==> src/rtl/sar_pkg.sv <==
// Shared types and helpers for the successive-approximation search engine.
// State encoding and the comparator flag sanity check live here.
package sar_pkg;

    typedef enum logic [1:0] {
        IDLE   = 2'd0,
        PROBE  = 2'd1,
        VERIFY = 2'd2,
        DONE   = 2'd3
    } sar_state_e;

    function automatic logic onehot3(
        input logic eq,
        input logic lt,
        input logic gt
    );
        return ({eq, lt, gt} == 3'b100) ||
               ({eq, lt, gt} == 3'b010) ||
               ({eq, lt, gt} == 3'b001);
    endfunction

endpackage

==> src/rtl/sar_search_if.sv <==
// Bundle between the search engine and its comparator/controller side.
// master = search engine, slave = comparator plus whoever launches searches.
interface sar_search_if #(
    parameter int W = 4
);
    logic         start;
    logic         eq;
    logic         lt;
    logic         gt;
    logic [W-1:0] guess;
    logic         busy;
    logic         done;
    logic [W-1:0] result;
    logic         found;
    logic         err;

    modport master (
        input  start, eq, lt, gt,
        output guess, busy, done, result, found, err
    );

    modport slave (
        output start, eq, lt, gt,
        input  guess, busy, done, result, found, err
    );
endinterface

==> src/rtl/sar_search.sv <==
// Binary search for a hidden comparator target, MSB first, one probe per clock.
// Target 0 is never probed directly, so a VERIFY cycle confirms the final acc.
module sar_search
    import sar_pkg::*;
#(
    parameter int W = 4
) (
    input  logic      clk,
    input  logic      rst_b,
    sar_search_if.master bus
);
    localparam int IW = $clog2(W);

    sar_state_e   state_q, state_d;
    logic [W-1:0] acc_q, acc_d;
    logic [IW-1:0] idx_q, idx_d;
    logic [W-1:0] result_q, result_d;
    logic         found_q, found_d;
    logic         err_q, err_d;
    logic         busy_q, busy_d;
    logic         done_q, done_d;
    logic [W-1:0] trial;
    logic [W-1:0] guess;
    logic         flags_ok;

    assign trial    = acc_q | (W'(1) << idx_q);
    assign flags_ok = onehot3(bus.eq, bus.lt, bus.gt);

    always_comb begin
        guess = '0;
        unique case (state_q)
            PROBE:   guess = trial;
            VERIFY:  guess = acc_q;
            default: guess = '0;
        endcase
    end

    always_comb begin
        state_d  = state_q;
        acc_d    = acc_q;
        idx_d    = idx_q;
        result_d = result_q;
        found_d  = found_q;
        err_d    = err_q;
        unique case (state_q)
            IDLE: begin
                if (bus.start) begin
                    acc_d   = '0;
                    idx_d   = IW'(W - 1);
                    err_d   = 1'b0;
                    state_d = PROBE;
                end
            end
            PROBE: begin
                // Bad flags win over any decision made this cycle.
                if (!flags_ok) begin
                    err_d    = 1'b1;
                    found_d  = 1'b0;
                    result_d = guess;
                    state_d  = DONE;
                end else if (bus.eq) begin
                    result_d = guess;
                    found_d  = 1'b1;
                    state_d  = DONE;
                end else begin
                    if (bus.lt) begin
                        acc_d = trial;
                    end
                    if (idx_q == '0) begin
                        state_d = VERIFY;
                    end else begin
                        idx_d = idx_q - IW'(1);
                    end
                end
            end
            VERIFY: begin
                if (!flags_ok) begin
                    err_d    = 1'b1;
                    found_d  = 1'b0;
                    result_d = guess;
                end else begin
                    result_d = acc_q;
                    found_d  = bus.eq;
                end
                state_d = DONE;
            end
            DONE: begin
                state_d = IDLE;
            end
            default: begin
                state_d = IDLE;
            end
        endcase
        busy_d = (state_d == PROBE) || (state_d == VERIFY);
        done_d = (state_d == DONE);
    end

    always_ff @(posedge clk or negedge rst_b) begin
        if (!rst_b) begin
            state_q  <= IDLE;
            acc_q    <= '0;
            idx_q    <= IW'(W - 1);
            result_q <= '0;
            found_q  <= 1'b0;
            err_q    <= 1'b0;
            busy_q   <= 1'b0;
            done_q   <= 1'b0;
        end else begin
            state_q  <= state_d;
            acc_q    <= acc_d;
            idx_q    <= idx_d;
            result_q <= result_d;
            found_q  <= found_d;
            err_q    <= err_d;
            busy_q   <= busy_d;
            done_q   <= done_d;
        end
    end

    assign bus.guess  = guess;
    assign bus.busy   = busy_q;
    assign bus.done   = done_q;
    assign bus.result = result_q;
    assign bus.found  = found_q;
    assign bus.err    = err_q;

endmodule

==> src/flat_wrapper.sv <==
// flat-port wrapper written by rule: the top's interface ports become plain ports
module sar_search_flat import sar_pkg::*;
#(
    parameter int W = 4
)
  (clk, rst_b, bus_start, bus_eq, bus_lt, bus_gt, bus_guess, bus_busy, bus_done, bus_result, bus_found, bus_err);
  sar_search_if #(.W(W)) bus_i ();
  input  logic clk;
  input  logic rst_b;
  input wire logic [$bits(bus_i.start)-1:0] bus_start;
  input wire logic [$bits(bus_i.eq)-1:0] bus_eq;
  input wire logic [$bits(bus_i.lt)-1:0] bus_lt;
  input wire logic [$bits(bus_i.gt)-1:0] bus_gt;
  output wire logic [$bits(bus_i.guess)-1:0] bus_guess;
  output wire logic [$bits(bus_i.busy)-1:0] bus_busy;
  output wire logic [$bits(bus_i.done)-1:0] bus_done;
  output wire logic [$bits(bus_i.result)-1:0] bus_result;
  output wire logic [$bits(bus_i.found)-1:0] bus_found;
  output wire logic [$bits(bus_i.err)-1:0] bus_err;
  assign bus_i.start = bus_start;
  assign bus_i.eq = bus_eq;
  assign bus_i.lt = bus_lt;
  assign bus_i.gt = bus_gt;
  assign bus_guess = bus_i.guess;
  assign bus_busy = bus_i.busy;
  assign bus_done = bus_i.done;
  assign bus_result = bus_i.result;
  assign bus_found = bus_i.found;
  assign bus_err = bus_i.err;
  sar_search #(.W(W)) u_core (.clk(clk), .rst_b(rst_b), .bus(bus_i));
endmodule
==> config.mk <==
export PLATFORM = sky130hd
export DESIGN_NAME = sar_search_flat
export DESIGN_NICKNAME = d
export VERILOG_FILES = /design/src/rtl/sar_pkg.sv /design/src/rtl/sar_search_if.sv /design/src/rtl/sar_search.sv /design/src/flat_wrapper.sv
export SDC_FILE = /design/constraint.sdc
export NUM_CORES = 1
export LEC_CHECK = 0
export CORE_MARGIN = 3
export CORE_UTILIZATION = 45
export CTS_BUF_LIST = sky130_fd_sc_hd__clkbuf_4 sky130_fd_sc_hd__clkbuf_8
export CTS_CLUSTER_SIZE = 25
export DETAILED_ROUTE_END_ITERATION = 10
export GPL_ROUTABILITY_DRIVEN = 0
export PLACE_DENSITY = 0.79
export SLEW_MARGIN = 40
export SYNTH_ARGS = -nofsm -noshare
export SYNTH_HDL_FRONTEND = slang
export SYNTH_SLANG_ARGS = --single-unit
==> constraint.sdc <==
create_clock -name clk -period 2 [get_ports clk]
set_clock_uncertainty 0.2 [all_clocks]
set_input_delay 0.3 -clock clk [delete_from_list [all_inputs] [get_ports clk]]
set_output_delay 0.3 -clock clk [all_outputs]
set_load 0.01 [all_outputs]
======== Word-level counts from Yosys, hierarchy flattened ========
Index checks and enable logic that the tools add are counted.
cells by class
  $add $sub $neg .......................... 1
  equality and inequality tests ........... 16
  shifts and indexed selects .............. 1
  multiplexer cells ....................... 27
  bitwise gates (word level) .............. 1
  reduce and logical (&&, ||, !) cells .... 13
operator list
  cell                                                                 number
  4-bit 2-to-1 mux                                                     7
  4-bit case mux with 2 select lines                                   3
  2-bit 2-to-1 mux                                                     8
  2-bit != test (second input constant)                                5
  5-bit AND reduction                                                  2
  2-bit == test (second input constant)                                4
  2-bit case mux with 4 select lines                                   1
  2-bit nonzero test                                                   3
  1-bit 2-to-1 mux                                                     5
  2-bit by 1-bit == test with 1-bit output (second input constant)     2
  2-bit zero test                                                      2
  4-bit OR                                                             1
  1-bit case mux with 2 select lines                                   2
  2-bit case mux with 2 select lines                                   1
  1-bit by 2-bit << shifter with 4-bit output (first input constant)   1
  3-bit by 1-bit == test with 1-bit output (second input constant)     1
  3-bit by 2-bit == test with 1-bit output (second input constant)     1
  3-bit == test (second input constant)                                1
  1-bit logical OR                                                     3
  3-bit != test (second input constant)                                1
  3-bit AND reduction                                                  1
  2-bit by 1-bit != test with 1-bit output (second input constant)     1
  2-bit AND reduction                                                  1
  2-bit OR reduction                                                   1
  2-bit by 1-bit subtractor with 2-bit output (second input constant)  1
storage, ports and cells
  register bits after elaboration ......... 16
  bits of input ports ..................... 6
  output and inout bits ................... 12
  logic and storage cells ................. 67

======== Longest topological paths before layout ========
Gate-level depths: netlist of run 1.
  word-level depth ........................ 7
  mapped depth ............................ 7
  depth with buffers taken out ............ 6

======== Worst setup path before layout of run 1 ========
Ideal clock, no wire load.
  kind .................................... register -> register
  start point ............................. register u_core.idx_q[0]
  end point ............................... register u_core.busy_q, in the netlist u_core.bus.busy
  library setup time ...................... 0.126 ns
  data arrival time ....................... 1.511 ns
  data required time ...................... 1.674 ns
  slack ................................... 0.163 ns
  cell stages (with the launch flop) ...... 6
  buffers on the path ..................... 0
  clock period less this slack ............ 1.837 ns
  cells stage by stage .................... dfstp_2 inv_1 ha_1 nor3_2 a21oi_1 ha_1
on the way
  word-level cells in the longest chain between the ends .. 7
  elaborated cells on any way between the ends .. 8
  those cells by class .................... eq/ne: 2; mux: 4; reduce/logical: 2
ends and longest elaborated chain
  item                                                                              RTL line           text
  from (decl)                                                                       sar_search.sv:16   logic [IW-1:0] idx_q, idx_d;
  from (signal assigned)                                                            sar_search.sv:102  idx_q <= IW'(W - 1);
  from (signal assigned)                                                            sar_search.sv:111  idx_q <= idx_d;
  2-bit zero test (*)                                                               sar_search.sv:69   if (idx_q == '0) begin
  2-bit 2-to-1 mux (*)                                                              sar_search.sv:69
  2-bit 2-to-1 mux (*)                                                              sar_search.sv:61   end else if (bus.eq) begin
  2-bit 2-to-1 mux (*)                                                              sar_search.sv:56   if (!flags_ok) begin
  2-bit case mux with 4 select lines (*)                                            sar_search.sv:45   unique case (state_q)
  net u_core.state_d[1]                                                             sar_search.sv:14   sar_state_e state_q, state_d;
  2-bit by 1-bit == test with 1-bit output / 2-bit == test (equally long branches)  sar_search.sv:94   busy_d = (state_d == PROBE) || (state_d == VERIFY);
  1-bit logical OR (*)                                                              sar_search.sv:94
  net u_core.busy_d                                                                 sar_search.sv:20   logic busy_q, busy_d;
  to (signal assigned)                                                              sar_search.sv:115  busy_q <= busy_d;
  to (decl)                                                                         sar_search.sv:20
The timed path passes the listed nets; every way through them passes the cells marked *.
A chain may end at the register's enable or synchronous reset.

======== Final worst setup path of run 1 ========
  start point ............................. register u_core.idx_q[0]
  end point ............................... output bus_guess[3]
on the way
  word-level cells in the longest chain between the ends .. 3
ends and longest elaborated chain
  item                                         RTL line            text
  1-bit by 2-bit << shifter with 4-bit output  sar_search.sv:26    assign trial = acc_q | (W'(1) << idx_q);
  4-bit OR                                     sar_search.sv:26
  4-bit case mux with 2 select lines           sar_search.sv:31    unique case (state_q)
  to (decl)                                    flat_wrapper.sv:14  output wire logic [$bits(bus_i.guess)-1:0] bus_guess;
Every way passes these cells.

==> results.md, run 1 <==
* Max Cap Violations at 0
* Arrival time worst endpoint at 1600 ps
* Synth cell types at 29
* Max incr delay on CP at 610 ps
* # rows at 16
* Yosys top cell by area: dfrtp_1
* Antenna diodes at 0
* Seq cells post-synth at 16
* Hold Buf Count CTS at 0
* Startpoint Class: flip-flop
* Clock power share at 8.7%
* Vias at 1134
* Share of layout cells above drive strength 1 at 42.6%
* Vias in the first global route at 1047
* Minimum clock period at 2100 ps
* Cell Area, Synth at 0.00105 sq mm
* Global-route wire length before repair at 4900 um
* Clock transition at the registers of the reported paths at 100 ps
* 1st-pass router iterations at 4
* Slew Limit Fails at 0
* Worst-Margin Slew at 409 ps
* Post-synthesis sequential area ratio at 38.4%
* Tightest Hold Check Type: input port to asynchronous set/reset pin
* Area Overhead vs Synth at 58.4%
* Flop2flop setup slack at -20 ps
* Antenna-violating nets left at 0
* Reg2reg end: u_core.idx_q[1]
* Layout Cells excl Fill at 189
* Pwr Total at 2610 uW
* CTS tree: built
* Die Ht at 54.3 um
* NetSw at 1100 uW
* Dominant synthesized flop cell: dfrtp_1
* Buffers plus inverters on the worst setup path at 1
* Switch share at 42.2%
* Worst Path Class, Setup: flip-flop to output port
* Comb power frac at 68.7%
* Max Root-Sink Buffers at 2
* FF-to-FF Start: u_core.idx_q[1]
* Gr ovfl total at 0
* DRC errors left at 0
* Post-layout nets at 179
* Yosys warns at 0
* Post-DP HPWL at 2080 um
* Top delay family on crit path: flip-flops
* Die area at 0.00295 sq mm
* Post-Route WL at 3430 um
* Fin util at 79.7%
* Placed cells at 176
* H-Tree Depth at 1
* RSZ-0062 raised after global routing: true
* Synth top area share at 33.4%
* Worst Setup End Kind: output port
* Leakage at 0.000715 uW
* Max-slew headroom at 72.6%
* Core area at 0.00208 sq mm
* DR vias/cell at 6.00
* Failing checks: negative setup slack
* EDFF count, synth at 0
* Hold Slack at 109 ps
* Post-synth ARST share at 100%
* Later-pin clock latency in the skew report at 300 ps
* Worst setup margin at -105 ps
* Die Width at 54.3 um
* Largest net degree at the start of global routing at 17
* Initial antenna violation count at 0
* CTS root buf: clkbuf_4
* DRT iter0 DRCs at 71
* Wire length per cell at 18.2 um
* Status: finished with violations
* Crit share post-route at 105%
* Worst-case reg-to-reg path depth at 8
* Crit path from: u_core.idx_q[0]
* Avg Cell Area, Syn at 9.28 sq um
* Power Dens Cells at 1570 mW/mm^2
* Starting Density at 50.4%
* Maximum clock rate at 0.475 GHz
* # port buffers at 17
* Maximum VDD drop at 0.923 mV
* Syn_nets at 129
* Hold Vio Cnt, Final at 0
* CP Data Required Time at 1500 ps
* Mapped Cells at 113
* Crit path cell chain: ha_1 > o21ai_0 > a21boi_2 > buf_2
* Flop pwr share at 22.7%
* Setup TNS at -165 ps
* Total CTS buffers at 3
* # setup viols final at 4
* Pint at 1510 uW
* CP max FO at 4
* # IOs at 18
* Ranking of synthesized cells by area: dfrtp_1 33%, ha_1 12%, a21oi_1 8.1%
* CP max-delay cell: dfstp_2
* Total GRT Usage at 24.0%
* Clock sink count at 16
==> sequential cells by signal (all words and copies together), names as in the netlist <==
register	cells
u_core.acc_q	4
u_core.bus.done	1
u_core.bus.result	4
u_core.state_q	2
u_core.bus.err	1
u_core.idx_q	2
u_core.bus.busy	1
u_core.bus.found	1
==> power by group through the flow <==
stage               sequential [uW]  clock [uW]  combinational (uW)
global route                    600         245                1910
global placement                569           0                1290
finish                          591         226                1790
floorplan                       604           0                 717
CTS                             573         228                1510
detailed placement              576           0                1360
==> synthesized netlist by cell type, drive strengths merged (2+ instances only) <==
cell type,count
ha,10
xnor2,2
dfstp,2
a21oi,17
nor3b,2
nand2,6
o21ai,9
inv,8
nor4,2
nor2,10
dfrtp,14
nand2b,2
mux2i,5
a22oi,2
buf,4
a21boi,4
o31ai,3
==> logic make-up after synthesis <==
group | share of synthesized area [%]
buffers and inverters | 5.13
and+or+nand+nor | 11.6
adders and majority gates | 11.9
AOI/OAI and AO/OA | 26.5
xor gates and xnor gates | 1.67
muxes | 4.77
DFF | 38.4
==> repair_timing <==
action	in CTS	in global routing
endpoints found under the setup margin	7	12
buffers inserted	4	5
resized for setup	40	18
pin swaps	5	10
==> cell type report <==
cell class | instances | area, sq um
timing repair buffer | 50 | 409
inverter | 8 | 32.5
fill | 122 | 422
clock buffer | 4 | 36.3
multi-input combinational | 84 | 746
tap | 27 | 33.8
sequential | 16 | 403
==> routing by layer <==
metal | track usage, % | vias to the layer above | part of all wire [%]
li1 | - | 504 | -
met1 | 29.3 | 551 | 41
met2 | 39.6 | 63 | 49
met3 | 4.36 | 16 | 6.0
met4 | 13.3 | 0 | 3.9
met5 | 0 | - | 0
==> stage by stage <==
step / worst slack, ps / area, sq um
6_report: -105 / 1660
5_1_grt: -137 / 1660
4_1_cts: -45.4 / 1530
3_5_place_dp: -182 / 1410
3_3_place_gp: -143 / 1410
2_1_floorplan: 163 / 1050
==> worst max path at each step <==
stage,endpoint,cells after the start
6_report,bus_guess[3],4
5_1_grt,bus_guess[3],4
3_5_place_dp,bus_guess[2],5
2_1_floorplan,u_core.bus.busy,5
3_3_place_gp,bus_guess[3],4
4_1_cts,bus_guess[1],5
==> cell usage in the layout, fill, tap and decap left out, types with 2 or more instances in the layout <==
cell type	instances
buf_2	4
clkdlybuf4s50_1	13
buf_4	30
nor2_1	8
ha_4	6
a22oi_1	2
clkbuf_4	3
a21boi_2	4
inv_1	4
mux2i_1	4
o21ai_0	6
dfrtp_1	14
a21oi_1	17
o31ai_1	2
dfstp_2	2
nand2_1	6
ha_1	4
o21ai_2	2
buf_6	3
nand2b_1	2
nor4_1	2
inv_2	3
==> worst reg2reg max path, cell delays in order, from the launching register on <==
cell and delay [ps]:
dfstp_2 610, inv_2 90, ha_4 170, buf_6 130
nor3_4 260, buf_4 160, buf_4 100, mux2i_1 170
a21oi_1 80
Note: power is estimated with default switching activity, not from simulation.
==> inputs of run 2 (changes only) <==
--- a/config.mk
+++ b/config.mk
@@ -8,9 +8,9 @@
 export CORE_MARGIN = 3
 export CORE_UTILIZATION = 45
 export CTS_BUF_LIST = sky130_fd_sc_hd__clkbuf_4 sky130_fd_sc_hd__clkbuf_8
-export CTS_CLUSTER_SIZE = 25
 export DETAILED_ROUTE_END_ITERATION = 10
 export GPL_ROUTABILITY_DRIVEN = 0
+export GPL_TIMING_DRIVEN = 0
 export PLACE_DENSITY = 0.79
 export SLEW_MARGIN = 40
 export SYNTH_ARGS = -nofsm -noshare
==> results.md, run 2 (same netlist as run 1, synthesis figures left out) <==
* Antenna diodes at 0 (unchanged)
* Die Ht at 54.3 um (unchanged)
* Worst slack, placed at -375 ps (-193 ps)
* RSZ-0062 raised after global routing: true
* Status: finished with violations
* DR vias/cell at 6.05 (+0.83%)
* Startpoint Class: input port
* Power Dens Cells at 1680 mW/mm^2 (+6.7%)
* Maximum clock rate at 0.477 GHz (+0.45%)
* Layout Cells excl Fill at 181 (-4.2%)
* 1st-pass router iterations at 4 (unchanged)
* Die area at 0.00295 sq mm (unchanged)
* Area Overhead vs Synth at 50.5%
* Tightest Hold Check Type: input port to asynchronous set/reset pin
* Failing checks: negative setup slack
* Max Cap Violations at 0 (unchanged)
* Crit share post-route at 105% (-0.47 points)
* Commonest non-fill, non-tap cell in the layout: buf_4
* Slew Limit Fails at 0 (unchanged)
* Hold Vio Cnt, Final at 0 (unchanged)
* Vias in the first global route at 954 (-8.9%)
* Share of layout cells above drive strength 1 at 41.6% (-1.0 points)
* Arrival time worst endpoint at 2100 ps (+500 ps)
* Leakage at 0.000661 uW (-7.5%)
* H-Tree Depth at 1 (unchanged)
* Worst Path Class, Setup: input port to flip-flop
* DRT iter0 DRCs at 63 (-11%)
* Clock sink count at 16 (unchanged)
* CP max FO at 6 (+2)
* Post-Route WL at 3450 um (+0.41%)
* Hold Slack at 221 ps (+112 ps)
* Starting Density at 50.4% (unchanged)
* Fin util at 75.8% (-4.0 points)
* Largest net degree at the start of global routing at 17 (unchanged)
* Initial antenna violation count at 0 (unchanged)
* # port buffers at 16 (-1)
* Maximum VDD drop at 0.985 mV (+6.8%)
* DRC errors left at 0 (unchanged)
* Gr ovfl total at 0 (unchanged)
* Worst setup margin at -95.1 ps (+9.38 ps)
* Post-DP HPWL at 1770 um (-15%)
* CP Data Required Time at 2000 ps (+500 ps)
* Worst Setup End Kind: flip-flop
* # IOs at 18 (unchanged)
* Minimum clock period at 2100 ps (-9.38 ps)
* Antenna-violating nets left at 0 (unchanged)
* Die Width at 54.3 um (unchanged)
* # fillers at 137 (+12%)
* Wire length per cell at 19.0 um (+4.8%)
* Vias at 1095 (-3.4%)
* Max-slew headroom at 64.0% (-8.6 points)
* Worst-Margin Slew at 537 ps (+128 ps)
* Core area at 0.00208 sq mm (unchanged)
* Total GRT Usage at 21.6% (-2.4 points)
* # rows at 16 (unchanged)
* Later-pin clock latency in the skew report at 310 ps (about the same)
* Max Root-Sink Buffers at 2 (unchanged)
* Post-layout nets at 171 (-4.5%)
* CTS tree: built
* Placed cells at 156 (-11%)
* CTS root buf: clkbuf_4
* Total CTS buffers at 3 (unchanged)
* Most frequent cells in the layout: 19 x buf_4, 16 x a21oi_1, 12 x dfrtp_1, 11 x clkdlybuf4s50_1, 10 x nor2_1
* Global-route wire length before repair at 4410 um (-10%)
* Clock transition at the registers of the reported paths at 110 ps (about the same)
* # setup viols final at 7 (+3)
-- run 2: per-stage QoR --
| step | TNS (ps) | area (sq um) | total power [uW] |
|---|---|---|---|
| floorplan | 0 | 1050 | 1320 |
| global placement | -2120 | 1240 | 1680 |
| detailed placement | -2660 | 1240 | 1720 |
| CTS | -109 | 1430 | 2260 |
| global route | -571 | 1580 | 2810 |
| finish | -344 | 1580 | 2640 |
-- run 2: critical path, cell delays in order --
cell and delay, ps:
clkdlybuf4s50_1 540, xnor2_1 520, o31ai_1 210, a22oi_1 250, ha_1 270
-- run 2: power breakdown --
group / internal [uW] / switching [uW] / total (uW)
clock network: 111 / 127 / 239
logic: 914 / 886 / 1800
registers: 483 / 123 / 606
total: 1510 / 1140 / 2640
-- run 2: final timing paths --
check | cells after the start | to | slack, ps | start
max | 5 | u_core.bus.busy | -100 | bus_gt
min | 2 | u_core.bus.busy | 220 | rst_b
max reg2reg | 6 | u_core.bus.busy | 0 | u_core.idx_q[1]
min reg2reg | 1 | u_core.bus.found | 300 | u_core.bus.found
max in group asynchronous | 2 | u_core.idx_q[1] | 1070 | rst_b
min in group clk | 1 | u_core.bus.found | 300 | u_core.bus.found
-- run 2: repair_timing --
action	4_1_cts	5_1_grt
pin swaps	4	6
hold buffers	0	1
resized for setup	41	25
endpoints found under the hold margin	0	14
endpoints found under the setup margin	5	10
setup buffers	15	6
-- run 2: layout make-up --
cell class              count  area (sq um)  share of cell area [%]
multi-input cells          84           729                    46.2
inverters                   8          37.5                    2.38
well taps                  27          33.8                    2.14
repair buffers             38           310                    19.7
flip-flops and latches     16           405                    25.7
plain buffers               4          25.0                    1.59
clock buffers               4          36.3                    2.30
-- run 2: metal layers --
| metal | track usage, % | vias to the layer above | routed length (um) |
|---|---|---|---|
| met5 | 0 | - | 0 |
| met4 | 12.4 | 0 | 131 |
| met3 | 4.09 | 18 | 159 |
| met2 | 37.3 | 54 | 1730 |
| met1 | 24.6 | 532 | 1430 |
| li1 | - | 491 | - |
==> inputs of run 3 (changes only) <==
--- a/config.mk
+++ b/config.mk
@@ -5,6 +5,7 @@
 export SDC_FILE = /design/constraint.sdc
 export NUM_CORES = 1
 export LEC_CHECK = 0
+export CORE_ASPECT_RATIO = 0.9
 export CORE_MARGIN = 3
 export CORE_UTILIZATION = 45
 export CTS_BUF_LIST = sky130_fd_sc_hd__clkbuf_4 sky130_fd_sc_hd__clkbuf_8
==> results.md, run 3 (same netlist as run 1, synthesis figures left out) <==
* Fin util at 72.4% (-3.4 points)
* Wire length per cell at 15.9 um (-16%)
* Most frequent cells in the layout: 17 x a21oi_1, 15 x buf_4, 13 x dfrtp_1, 12 x clkdlybuf4s50_1, 10 x nor2_1
* CTS tree: built
* Clock sink count at 16 (unchanged)
* FF-to-FF Start: u_core.state_q[0]
* Worst-Margin Slew at 739 ps (+202 ps)
* Starting Density at 50.8% (+0.43 points)
* CTS root buf: clkbuf_4
* Maximum VDD drop at 1.02 mV (+3.7%)
* Gr ovfl total at 0 (unchanged)
* Core area at 0.00206 sq mm (-0.84%)
* # port buffers at 16 (unchanged)
* Worst Setup End Kind: output port
* Flop pwr share at 24.8% (+1.9 points)
* Share of layout cells above drive strength 1 at 35.8% (-5.7 points)
* Largest net degree at the start of global routing at 17 (unchanged)
* Clock power share at 8.2% (-0.8 points)
* Commonest non-fill, non-tap cell in the layout: a21oi_1
* Total CTS buffers at 3 (unchanged)
* Tightest Hold Check Type: input port to asynchronous set/reset pin
* DRC errors left at 0 (unchanged)
* Area Overhead vs Synth at 42.5%
* Vias at 990 (-9.6%)
* DR vias/cell at 5.72 (-5.4%)
* Global-route wire length before repair at 4400 um (-0.32%)
* Hold Vio Cnt, Final at 0 (unchanged)
* Reg2reg end: u_core.bus.busy
* Antenna-violating nets left at 0 (unchanged)
* Worst slack, placed at -396 ps (-21.5 ps)
* RSZ-0062 raised after global routing: true
* NetSw at 995 uW (-12%)
* Clock transition at the registers of the reported paths at 100 ps (about the same)
* Comb power frac at 67.0% (-1.1 points)
* Failing checks: negative setup slack
* Max Cap Violations at 0 (unchanged)
* Startpoint Class: flip-flop
* Vias in the first global route at 953 (-0.10%)
* Slew Limit Fails at 0 (unchanged)
* Max Root-Sink Buffers at 2 (unchanged)
* Crit share post-route at 101% (-3.8 points)
* Status: finished with violations
* Total GRT Usage at 19.1% (-2.5 points)
* Maximum clock rate at 0.495 GHz (+3.8%)
* # setup viols final at 2 (-5)
* H-Tree Depth at 1 (unchanged)
* CP Data Required Time at 1500 ps (-500 ps)
* Leakage at 0.000628 uW (-5.0%)
* Minimum clock period at 2020 ps (-76.6 ps)
* Die area at 0.00295 sq mm (about the same)
* Power Dens Cells at 1600 mW/mm^2 (-4.8%)
* Worst setup margin at -18.5 ps (+76.6 ps)
* Post-DP HPWL at 1700 um (-3.9%)
* Arrival time worst endpoint at 1520 ps (-580 ps)
* Max-slew headroom at 50.6% (-13 points)
* # rows at 15 (-1)
* Switch share at 41.7% (-1.2 points)
* # IOs at 18 (unchanged)
* Hold Slack at 237 ps (+15.6 ps)
* Initial antenna violation count at 0 (unchanged)
* Post-layout nets at 165 (-3.5%)
* 1st-pass router iterations at 4 (unchanged)
* Pint at 1390 uW (-8.0%)
* Flop2flop setup slack at 30 ps (+30 ps)
* Worst-case reg-to-reg path depth at 7 (+1)
* Die Width at 56.9 um (+4.8%)
* Post-Route WL at 2760 um (-20%)
* CP max FO at 8 (+2)
* DRT iter0 DRCs at 42 (-33%)
* Antenna diodes at 0 (unchanged)
* Worst Path Class, Setup: flip-flop to output port
* Later-pin clock latency in the skew report at 290 ps (-20 ps)
* Die Ht at 51.8 um (-4.6%)
run 3: cell types whose count changed in the layout (fill, tap and decap cells not counted), moves of 2 or more:
cell,previous run,this run
buf_4,19,15
ha_2,2,0
inv_2,0,3
buf_6,3,1
ha_1,2,4
inv_4,3,1
run 3: metrics by stage:
step	setup TNS [ps]	std cells	total power [uW]	area (sq um)
2_1_floorplan	0	113	1320	1050
3_3_place_gp	-2080	154	1680	1240
3_5_place_dp	-2380	154	1730	1240
4_1_cts	-12.9	169	2150	1400
5_1_grt	-301	173	2580	1490
6_report	-25.1	173	2380	1490
run 3: worst max-delay path by stage:
stage	slack (ps)	cells after the start	end	from
after CTS	-9	6	bus_guess[2]	u_core.state_q[0]
after global routing	-90	6	bus_guess[2]	u_core.state_q[0]
after global placement	-350	6	bus_guess[1]	u_core.state_q[1]
after floorplan	160	5	u_core.bus.busy	u_core.idx_q[0]
after detailed placement	-400	6	bus_guess[2]	u_core.state_q[0]
final	-20	6	bus_guess[2]	u_core.state_q[0]
run 3: power groups by stage:
| stage | Clock (uW) | Combinational (uW) | Sequential, uW |
|---|---|---|---|
| 4_1_cts | 197 | 1370 | 579 |
| 2_1_floorplan | 0 | 717 | 604 |
| 6_report | 196 | 1600 | 590 |
| 3_3_place_gp | 0 | 1110 | 575 |
| 3_5_place_dp | 0 | 1140 | 585 |
| 5_1_grt | 223 | 1740 | 612 |
run 3: what timing repair did:
action                     in CTS  in global routing
gates resized for setup        43                 14
setup endpoints to repair       5                  5
pin swaps                       5                  6
hold buffers                    0                  0
setup buffers                  11                  5
run 3: metal layers:
layer / part of all wire, % / global-route usage, %
met5: 0 / 0
met4: 1.6 / 3.47
met3: 5.8 / 4.22
met2: 48 / 32.5
met1: 44 / 25.1
run 3: final cells by class:
| cell class | instances | area, sq um |
|---|---|---|
| inverter | 8 | 32.5 |
| buffer | 4 | 28.8 |
| multi-input combinational | 84 | 703 |
| timing repair buffer | 32 | 264 |
| fill | 143 | 571 |
| sequential | 16 | 404 |
| clock buffer | 4 | 30.0 |
| tap | 25 | 31.3 |
run 3: worst max-delay path, stage by stage, from the launching register on:
cell and delay, ps:
dfrtp_2 440, buf_6 120, ha_4 140, buf_8 130, o21ai_2 60, a21boi_2 150
buf_2 170
